[src/rtl/freq_div_pkg.sv]
// Shared constants and config legality rule for the programmable divider.
// Pure package: no state, no latency, no flow control.
package freq_div_pkg;

  localparam int FD_W            = 16;
  localparam int FD_DEFAULT_DIV  = 4;
  localparam int FD_DEFAULT_HIGH = 2;
  // Legality check runs at this width; W may not exceed it.
  localparam int FD_MAX_W        = 32;

  function automatic logic cfg_legal(input logic [FD_MAX_W-1:0] div,
                                     input logic [FD_MAX_W-1:0] high);
    return (div >= FD_MAX_W'(2)) && (high >= FD_MAX_W'(1)) && (high < div);
  endfunction

endpackage

[src/rtl/freq_div_cfg_slot.sv]
// One-entry config slot: legality check, pending divisor/high-time, sticky cfg_err.
// Entry visible one cycle after transfer; cfg_ready is low while the entry waits to be applied.
module freq_div_cfg_slot
  import freq_div_pkg::*;
#(
  parameter int W = FD_W
) (
  input  logic         clk,
  input  logic         rst,
  input  logic         cfg_valid,
  output logic         cfg_ready,
  input  logic [W-1:0] div_value,
  input  logic [W-1:0] high_value,
  input  logic         cfg_err_clr,
  input  logic         apply,
  output logic         pend_vld,
  output logic [W-1:0] pend_div,
  output logic [W-1:0] pend_high,
  output logic         cfg_err
);

  logic         pend_vld_q, pend_vld_d;
  logic [W-1:0] pend_div_q, pend_div_d;
  logic [W-1:0] pend_high_q, pend_high_d;
  logic         cfg_err_q, cfg_err_d;
  logic         xfer;
  logic         legal;

  always_comb begin
    xfer        = cfg_valid && !pend_vld_q;
    legal       = cfg_legal(FD_MAX_W'(div_value), FD_MAX_W'(high_value));
    pend_vld_d  = pend_vld_q;
    pend_div_d  = pend_div_q;
    pend_high_d = pend_high_q;
    // apply only fires with an entry held, xfer only with the slot empty
    if (apply) pend_vld_d = 1'b0;
    if (xfer && legal) begin
      pend_vld_d  = 1'b1;
      pend_div_d  = div_value;
      pend_high_d = high_value;
    end
    cfg_err_d = cfg_err_q;
    if (cfg_err_clr) cfg_err_d = 1'b0;
    if (xfer && !legal) cfg_err_d = 1'b1;
  end

  always_ff @(posedge clk or posedge rst) begin
    if (rst) begin
      pend_vld_q  <= 1'b0;
      pend_div_q  <= '0;
      pend_high_q <= '0;
      cfg_err_q   <= 1'b0;
    end else begin
      pend_vld_q  <= pend_vld_d;
      pend_div_q  <= pend_div_d;
      pend_high_q <= pend_high_d;
      cfg_err_q   <= cfg_err_d;
    end
  end

  assign cfg_ready = !pend_vld_q;
  assign pend_vld  = pend_vld_q;
  assign pend_div  = pend_div_q;
  assign pend_high = pend_high_q;
  assign cfg_err   = cfg_err_q;

endmodule

[src/rtl/freq_divider_prog.sv]
// Runtime-programmable divider: registered clock_out/tick one cycle behind the counter.
// Config accepted when cfg_ready; new settings swap in only at a period boundary.
module freq_divider_prog
  import freq_div_pkg::*;
#(
  parameter int W            = FD_W,
  parameter int DEFAULT_DIV  = FD_DEFAULT_DIV,
  parameter int DEFAULT_HIGH = FD_DEFAULT_HIGH
) (
  input  logic         clock_in,
  input  logic         reset,
  input  logic         enable,
  input  logic         cfg_valid,
  output logic         cfg_ready,
  input  logic [W-1:0] div_value,
  input  logic [W-1:0] high_value,
  input  logic         cfg_err_clr,
  output logic         clock_out,
  output logic         tick,
  output logic         cfg_err
);

  if (DEFAULT_DIV < 2 || DEFAULT_HIGH < 1 || DEFAULT_HIGH >= DEFAULT_DIV) begin : g_bad_default
    $fatal(1, "freq_divider_prog: illegal DEFAULT_DIV/DEFAULT_HIGH");
  end
  if (W < 2 || W > FD_MAX_W || longint'(DEFAULT_DIV) >= (longint'(1) << W)) begin : g_bad_width
    $fatal(1, "freq_divider_prog: W cannot hold DEFAULT_DIV");
  end

  localparam logic [W-1:0] DIV_RST  = W'(DEFAULT_DIV);
  localparam logic [W-1:0] HIGH_RST = W'(DEFAULT_HIGH);

  logic [W-1:0] c_q, c_d;
  logic [W-1:0] div_act_q, div_act_d;
  logic [W-1:0] high_act_q, high_act_d;
  logic         clock_out_q, clock_out_d;
  logic         tick_q, tick_d;
  logic         wrap;
  logic         apply;
  logic         pend_vld;
  logic [W-1:0] pend_div;
  logic [W-1:0] pend_high;

  freq_div_cfg_slot #(.W(W)) u_cfg_slot (
    .clk         (clock_in),
    .rst         (reset),
    .cfg_valid   (cfg_valid),
    .cfg_ready   (cfg_ready),
    .div_value   (div_value),
    .high_value  (high_value),
    .cfg_err_clr (cfg_err_clr),
    .apply       (apply),
    .pend_vld    (pend_vld),
    .pend_div    (pend_div),
    .pend_high   (pend_high),
    .cfg_err     (cfg_err)
  );

  always_comb begin
    wrap  = (c_q == div_act_q - W'(1));
    // While disabled the counter sits at 0, so any boundary is a safe swap point
    apply = pend_vld && (!enable || wrap);
    c_d   = '0;
    if (enable && !wrap) c_d = c_q + W'(1);
    div_act_d  = div_act_q;
    high_act_d = high_act_q;
    if (apply) begin
      div_act_d  = pend_div;
      high_act_d = pend_high;
    end
    clock_out_d = enable && (c_q < high_act_q);
    tick_d      = enable && (c_q == '0);
  end

  always_ff @(posedge clock_in or posedge reset) begin
    if (reset) begin
      c_q         <= '0;
      div_act_q   <= DIV_RST;
      high_act_q  <= HIGH_RST;
      clock_out_q <= 1'b0;
      tick_q      <= 1'b0;
    end else begin
      c_q         <= c_d;
      div_act_q   <= div_act_d;
      high_act_q  <= high_act_d;
      clock_out_q <= clock_out_d;
      tick_q      <= tick_d;
    end
  end

  assign clock_out = clock_out_q;
  assign tick      = tick_q;

endmodule

[config.mk]
export PLATFORM = sky130hd
export DESIGN_NAME = freq_divider_prog
export DESIGN_NICKNAME = d
export VERILOG_FILES = /design/src/rtl/freq_div_pkg.sv /design/src/rtl/freq_div_cfg_slot.sv /design/src/rtl/freq_divider_prog.sv
export SDC_FILE = /design/constraint.sdc
export NUM_CORES = 1
export LEC_CHECK = 0
export ABC_AREA = 0
export CAP_MARGIN = 10
export CORE_MARGIN = 5
export CORE_UTILIZATION = 40
export CTS_BUF_LIST = sky130_fd_sc_hd__clkbuf_8
export DETAILED_ROUTE_END_ITERATION = 10
export PLACE_DENSITY = 0.6
export SKIP_CTS_REPAIR_TIMING = 1
export SLEW_MARGIN = 20
export SYNTH_ARGS = -nofsm -noshare
export SYNTH_HDL_FRONTEND = slang
export SYNTH_SLANG_ARGS = --single-unit
[constraint.sdc]
create_clock -name clock_in -period 8.2 [get_ports clock_in]
set_input_delay 1.64 -clock clock_in [delete_from_list [all_inputs] [get_ports clock_in]]
set_output_delay 1.64 -clock clock_in [all_outputs]
set_load 0.1 [all_outputs]
Word level (Yosys, flattened, before mapping)
Cells that the tools add are included.
{"block": "totals", "regBits": 84}
{"block": "op_classes", "eq_ne": 1, "mux": 5, "n_addsub": 2, "reduce_logical": 17, "magnitude_cmp": 4}
{"op": "< comparator 16 bit", "count": 2}
{"op": "adder 16 x 1 -> 16 bit (second input constant)", "count": 1}
{"op": "equality test 16 bit", "count": 1}
{"op": "greater-or-equal comparator 16 x 1 -> 1 bit (second input constant)", "count": 1}
{"op": "greater-or-equal comparator 16 x 2 -> 1 bit (second input constant)", "count": 1}
{"op": "logical NOT 16 bit", "count": 1}
{"op": "two-way mux 16 bit", "count": 1}
{"op": "subtractor 16 x 1 -> 16 bit (second input constant)", "count": 1}
{"op": "logical AND 1 bit", "count": 9}
{"op": "logical NOT 1 bit", "count": 4}
{"op": "two-way mux 1 bit", "count": 4}
{"op": "nonzero test 2 bit", "count": 2}
{"op": "logical OR 1 bit", "count": 1}

Longest topological paths before layout
Gate-level depths: netlist (run 1).
{"block": "depth", "word_depth": 6, "mapped_depth": 11, "mapped_depth_nobuf": 9}

Modules after synthesis
From an unflattened synthesis (run 1), not the netlist that was laid out.
{"block": "unflattened", "hier_cells": 440, "area_unflattened_um2": 5038.6}
{"mod": "freq_divider_prog", "n_inst": 1, "cells_each": 303, "area_each_um2": 3196.8}
{"mod": "freq_div_cfg_slot", "n_inst": 1, "cells_each": 137, "area_each_um2": 1841.8}

Least setup slack after synthesis (run 1)
OpenSTA, ideal clock, no wires.
{"block": "synth_path", "path_kind": "input-to-reg", "from": "input div_value[11]", "to": "register u_cfg_slot.pend_div_q[0], in the netlist u_cfg_slot.pend_div[0]", "arrival_ns": 3.750, "cell_stages": 11, "setup_slack_ns": 4.325, "required_ns": 8.075, "setup_ns": 0.125, "cell_sequence": "inv_1 -> ha_1 -> and4_1 -> a211o_1 -> a21oi_1 -> o211ai_1 -> a21oi_1 -> and3_1 -> clkbuf_1 -> buf_2 -> mux2_2"}
{"block": "synth_via", "elab_chain_len": 4}
{"element": "start: declaration", "line": "freq_divider_prog.sv:15", "text": "input logic [W-1:0] div_value,"}
{"element": "greater-or-equal comparator 16 x 2 -> 1 bit", "line": "freq_div_pkg.sv:13", "text": "return (div >= FD_MAX_W'(2)) && (high >= FD_MAX_W'(1)) && (high < div);"}
{"element": "logical AND 1 bit", "line": "freq_div_pkg.sv:13"}
{"element": "logical AND 1 bit *", "line": "freq_div_pkg.sv:13"}
{"element": "logical AND 1 bit *", "line": "freq_div_cfg_slot.sv:37", "text": "if (xfer && legal) begin"}
{"element": "end signal: assignment", "line": "freq_div_cfg_slot.sv:55", "text": "pend_div_q <= pend_div_d;"}
{"element": "end: declaration", "line": "freq_div_cfg_slot.sv:23", "text": "logic [W-1:0] pend_div_q, pend_div_d;"}
Mark *: on every way between the ends. The rest lies on a longest branch, timed or not.
A chain may end at the register's enable or synchronous reset.

Final worst setup path (run 1)
{"block": "layout_path", "from": "input div_value[10]", "to": "register u_cfg_slot.pend_high_q[8], in the netlist u_cfg_slot.pend_high[8]"}
{"block": "layout_via", "elab_chain_len": 4}
{"element": "greater-or-equal comparator 16 x 2 -> 1 bit", "line": "freq_div_pkg.sv:13"}
{"element": "logical AND 1 bit", "line": "freq_div_pkg.sv:13"}
{"element": "logical AND 1 bit *", "line": "freq_div_pkg.sv:13"}
{"element": "logical AND 1 bit *", "line": "freq_div_cfg_slot.sv:37"}
{"element": "end signal: assignment", "line": "freq_div_cfg_slot.sv:56", "text": "pend_high_q <= pend_high_d;"}
{"element": "end: declaration", "line": "freq_div_cfg_slot.sv:24", "text": "logic [W-1:0] pend_high_q, pend_high_d;"}
Marked as above.

==> results of run 1 <==
-- power by group --
part	total (W)	switching, W	internal [W]	leakage (nW)
registers	0.000681	0.000128	0.000552	1.02
logic	0.000483	0.000203	0.000280	1.41
clock network	0.000281	0.000166	0.000114	0.0804
-- critical path, cell delays in order --
cell             delay, ps
clkdlybuf4s50_1        540
inv_1                   60
ha_1                   300
and4_1                 210
a211o_1                290
a21oi_1                150
o211ai_1               110
a21oi_1                190
and3_1                 180
buf_4                  360
mux2_2                 380
-- cell families after synthesis --
logic type	count (synthesis)	synth area share [%]
AO/OA/AOI/OAI	50	6.98
XOR/XNOR	33	6.06
adder cells (fa/ha/maj)	33	8.66
buffers and inverters	55	5.01
flip-flops	84	44.2
multiplexers	64	17.5
AND/OR/NAND/NOR	101	11.6
-- path summary, 6_finish.rpt --
path                                               from                        to  slack [ps]  cells past startpoint
worst min register to register  u_cfg_slot.pend_div[12]             div_act_q[12]         510                      1
worst max register to register             div_act_q[0]                    c_q[6]        4970                      9
worst max-delay path                      div_value[10]   u_cfg_slot.pend_high[8]        4000                     11
max in group asynchronous                         reset  u_cfg_slot.pend_high[11]        5850                      3
worst min-delay path            u_cfg_slot.pend_div[12]             div_act_q[12]         510                      1
min in group asynchronous                         reset                 clock_out        1790                      3
-- synth_stat cells, types with 2 or more instances --
library cell  instances  share of area, %
o2111ai_1             2              0.37
nor4b_1               2              0.37
o211ai_1              3              0.47
and3_1                4              0.52
or3_1                 2              0.26
xnor2_1              18               3.3
mux2_2               34               8.0
nand2b_1              5              0.66
nand3_1              16               1.7
nor2_1               23               1.8
o32ai_1               2              0.37
nor2b_1               2              0.26
o21a_1                2              0.31
and4_1                2              0.37
ha_1                 33               8.7
o21ai_0               9              0.95
xor2_1               15               2.8
dfrtp_1              82                43
nor3_1                9              0.95
nand4_1               4              0.52
buf_2                 5              0.52
mux2_4               30               9.5
nand2_1              11              0.87
or4_1                 2              0.31
inv_1                42               3.3
a21oi_1              16               1.7
dfstp_2               2               1.1
nor4_1               13               1.7
a21boi_0              2              0.31
buf_6                 3              0.71
a21o_1                6              0.95
clkbuf_1              4              0.31
-- area by class of cell --
type                            instances  area share (%)
Clock buffer                            9            2.26
Multi-Input combinational cell        281            44.3
Sequential cell                        84            38.4
Clock inverter                          7            1.07
Timing Repair Buffer                   43            7.79
Tap cell                              143            3.27
Inverter                               42            2.90
-- routing by layer --
| metal | vias to the layer above | part of all wire (%) |
|---|---|---|
| met5 | - | 0 |
| met4 | 0 | 1.4 |
| met3 | 12 | 3.2 |
| met2 | 85 | 46 |
| met1 | 1598 | 50 |
| li1 | 1580 | - |
-- sequential cells by signal, indices dropped and copies added, names as in the netlist --
signal / flops
div_act_q: 16
tick: 1
c_q: 16
u_cfg_slot.pend_div: 16
u_cfg_slot.cfg_err: 1
high_act_q: 16
u_cfg_slot.pend_vld: 1
clock_out: 1
u_cfg_slot.pend_high: 16
-- through the flow --
stage | worst slack [ps] | utilization (%) | instances
after floorplan | 4320 | - | 420
final | 4000 | 47.3 | 609
after CTS | 4010 | 47.3 | 609
after global placement | 3660 | 45.7 | 593
after detailed placement | 3630 | 45.7 | 593
after global routing | 3830 | 47.3 | 609
==> impl_results.md, run 1 <==
* Port bufs at 40
* Die Height at 119 um
* Post-synth EDFFs at 0
* Filler instances at 1065
* Fin Setup TNS at 0 ps
* Distinct cell type count after synthesis at 47
* First-pass GRT wire length at 17.4 mm
* Hold slack at 508 ps
* Via-to-Cell Ratio at 5.38
* Grt met2 use at 24.1%
* GP Congestion at 0.892
* Critical path class: input pin to flop
* Arr. time, crit path at 4430 ps
* Router iterations before antenna repair at 4
* FF+latch area at 2100 um^2
* Pleak at 2.52 nW
* IO Count at 41
* Clock buffer depth at 2
* Antenna Nets Post-Route at 0
* Die area at 14200 um^2
* Htree depth at 3
* Clock skew at 8.99 ps
* Met3 Use GR at 2.65%
* Sequential area share after synthesis at 44.2%
* Finish-stage setup viols at 0
* Hold WC Path Type: flop to flop
* Number of antenna diodes at 0
* Post-Syn Area at 4770 um^2
* Layout cell share with drive strength beyond 1 at 19.1%
* Slew at the pin closest to its max-slew limit at 973 ps
* Latest clock arrival within the worst-skew pair at 350 ps
* Status: finished, final reports clean
* Hold Vio Cnt, Final at 0
* Largest net degree at the start of global routing at 85
* Most frequent cells in the layout: 82 x dfrtp_1, 41 x inv_1, 40 x clkdlybuf4s50_1
* Initial DRC count at 172
* CTS sink count at 84
* Core ar. at 11600 um^2
* Prevailing post-synth register cell: dfrtp_1
* Crit path time final at 4200 ps
* Cell row count at 39
* P&R area growth vs syn at 14.9%
* CTS root buf: clkbuf_8
* Pwr Total at 0.00144 W
* DRC at 0
* Area after DPL at 5290 um^2
* DIE WIDTH at 119 um
* Design area at 5470 um^2
* F_max at 238 MHz
* FFs w/ async S/R, synth at 100%
* Drt total wl at 10.5 mm
* DR WL/cell at 17.2 um
* Multi-input gate area at 2420 um^2
* Synth Warn # at 0
* Syn nets at 490
* Initial Utilization at 41.2%
* Post-DP HPWL at 8.11 mm
* Pwr/cell area at 264 nW/um^2
* Initial antenna violation count at 0
* Vias in the first global route at 3357
* Global routing's busiest layer: met2
* Max FO, Critical Path at 33
* GRT overflow at 0
* Vias at 3275
* Clock slew at reported path FFs at 90 ps
* Fin crit share at 51.2%
* Max cap viols at 0
* Mapped Avg Cell Area at 11.3 um^2
* CP startpoint kind: input pin
* CTS tree: done
* Post-Syn Instances at 420
* Seq cells post-synth at 84
* Max-slew headroom at 34.9%
* Slew Viols, Final at 0
* Unrepaired setup endpoints after global routing: no
* GRT Overall Usage at 15.4%
* Num CTS Buffers at 9
* Most common cell after layout, fill and taps aside: dfrtp_1
* # nets final at 531
* M1 GR Usage at 21.9%
* Crit end category: flop
* VDD IR-drop max at 0.000116 V
* CP Data Required Time at 8430 ps
No activity file was read; power rests on OpenSTA's default activity.
==> run 2, diff against run 1 <==
- clock period: 8.2 -> 4.15 ns (I/O delays scaled with it)
==> run 2 against run 1 <==
Critical path type is now flop to flop. Combinational power up 99%. Global-route usage up 0.58 points. Clock power up 92%. Core utilization up 0.16 points. Sequential share of layout area down 0.13 points. Largest cell class unchanged. Wire length up 0.91%. Critical endpoint is now high_act_q[3]. Clock-buffer cell count up 1. Via count down 1.6%. Die area unchanged.
==> impl_results.md, run 2 (synthesis results as in run 1) <==
* Clock slew at reported path FFs at 80 ps
* Drt total wl at 10.6 mm
* Crit path max-delay family: compound AO/OA/AOI/OAI gates
* Arr. time, crit path at 3820 ps
* Clock skew at 8.72 ps
* CTS sink count at 84
* Router iterations before antenna repair at 4
* Pwr/cell area at 518 nW/um^2
* # nets final at 533
* Vias in the first global route at 3294
* Via-to-Cell Ratio at 5.27
* Htree depth at 3
* GP Congestion at 0.870
* Core ar. at 11600 um^2
* Slew at the pin closest to its max-slew limit at 971 ps
* Critical path class: flop to flop
* Max-slew headroom at 35.0%
* Hold Vio Cnt, Final at 0
* GRT Overall Usage at 15.9%
* Initial DRC count at 179
* DRC at 0
* Hold WC Path Type: flop to flop
* Number of antenna diodes at 0
* Slowest stage delay, CP at 750 ps
* Initial Utilization at 41.2%
* Crit path cell chain: nor4_1 -> nand2_1 -> o31a_1 -> o2111ai_1 -> nor4_4 -> o21ai_4 -> buf_4 -> mux2_4
* Met3 Use GR at 3.32%
* Pleak at 2.53 nW
* CP Data Required Time at 4400 ps
* Slew Viols, Final at 0
* Most frequent cells in the layout: 82 x dfrtp_1, 42 x inv_1, 40 x clkdlybuf4s50_1
* Fin crit share at 85.9%
* Unrepaired setup endpoints after global routing: no
* Cell row count at 39
* Fin Setup TNS at 0 ps
* Most common cell after layout, fill and taps aside: dfrtp_1
* Filler instances at 1060
* CTS tree: done
* P&R area growth vs syn at 15.3%
* Latest clock arrival within the worst-skew pair at 370 ps
* Port bufs at 40
* Max cap viols at 0
* Vias at 3223
* DP Worst Slack at 516 ps
* DR WL/cell at 17.3 um
* F_max at 280 MHz
* Clock buffer depth at 2
* Max FO, Critical Path at 23
* Finish-stage setup viols at 0
* Die Height at 119 um
* Area after DPL at 5320 um^2
* Antenna Nets Post-Route at 0
* Design area at 5490 um^2
* CTS root buf: clkbuf_8
* DIE WIDTH at 119 um
* Non-Filler Instances at 611
* Layout cell share with drive strength beyond 1 at 19.2%
* Post-DP HPWL at 8.29 mm
* Die area at 14200 um^2
* Largest net degree at the start of global routing at 35
* M1 GR Usage at 22.9%
* Grt met2 use at 23.3%
* Status: finished, final reports clean
* Dpl cells at 595
* WP buf/inv at 1
* Crit end category: flop
* Setup WS post-layout at 584 ps
* GRT overflow at 0
* IO Count at 41
* CP startpoint kind: flop
* CP max stage cell: o21ai_4
* First-pass GRT wire length at 17.7 mm
* Global routing's busiest layer: met2
* Crit path time final at 3570 ps
* Initial antenna violation count at 0
* Num CTS Buffers at 9
* VDD IR-drop max at 0.000211 V
* Pwr Total at 0.00285 W
==> run 2: cell types whose count changed in the layout (fill, tap and decap cells not counted), sizes merged <==
cell	previous run	this run
buf	3	5
clkbuf	9	10
clkinv	1	2
clkinvlp	4	3
inv	44	43
==> run 2: final timing paths <==
check | start | end | slack [ps] | depth (start not counted)
min in group asynchronous | reset | c_q[7] | 830 | 2
hold reg to reg | u_cfg_slot.pend_div[0] | div_act_q[0] | 510 | 1
setup / recovery | div_act_q[7] | high_act_q[3] | 580 | 8
max in group asynchronous | reset | div_act_q[4] | 2510 | 3
setup reg to reg | div_act_q[7] | high_act_q[3] | 580 | 8
hold / removal | u_cfg_slot.pend_div[0] | div_act_q[0] | 510 | 1
==> run 2: routing by layer <==
| metal | vias to the layer above | wire length (um) |
|---|---|---|
| li1 | 1574 | - |
| met1 | 1561 | 5290 |
| met2 | 72 | 4650 |
| met3 | 16 | 396 |
| met4 | 0 | 242 |
| met5 | - | 0 |
==> run 2: report_power, final <==
group          internal [W]  total (W)  switching [W]
logic              0.000561   0.000961       0.000399
registers           0.00109    0.00135       0.000255
clock network      0.000232   0.000539       0.000307
total               0.00189    0.00285       0.000962
==> run 2: final cells by class <==
class | count | area [um^2] | area share (%)
clock inverter | 6 | 40.0 | 0.729
inverter | 42 | 159 | 2.89
clock buffer | 10 | 138 | 2.51
sequential | 84 | 2100 | 38.3
tap | 143 | 179 | 3.26
timing repair buffer | 45 | 450 | 8.20
multi-input combinational | 281 | 2420 | 44.1
==> run 2: per-stage QoR <==
stage,utilization [%],hold slack (ps)
after floorplan,-,476
after global placement,46.0,487
after detailed placement,46.0,492
after CTS,47.5,512
after global routing,47.5,531
final,47.5,508
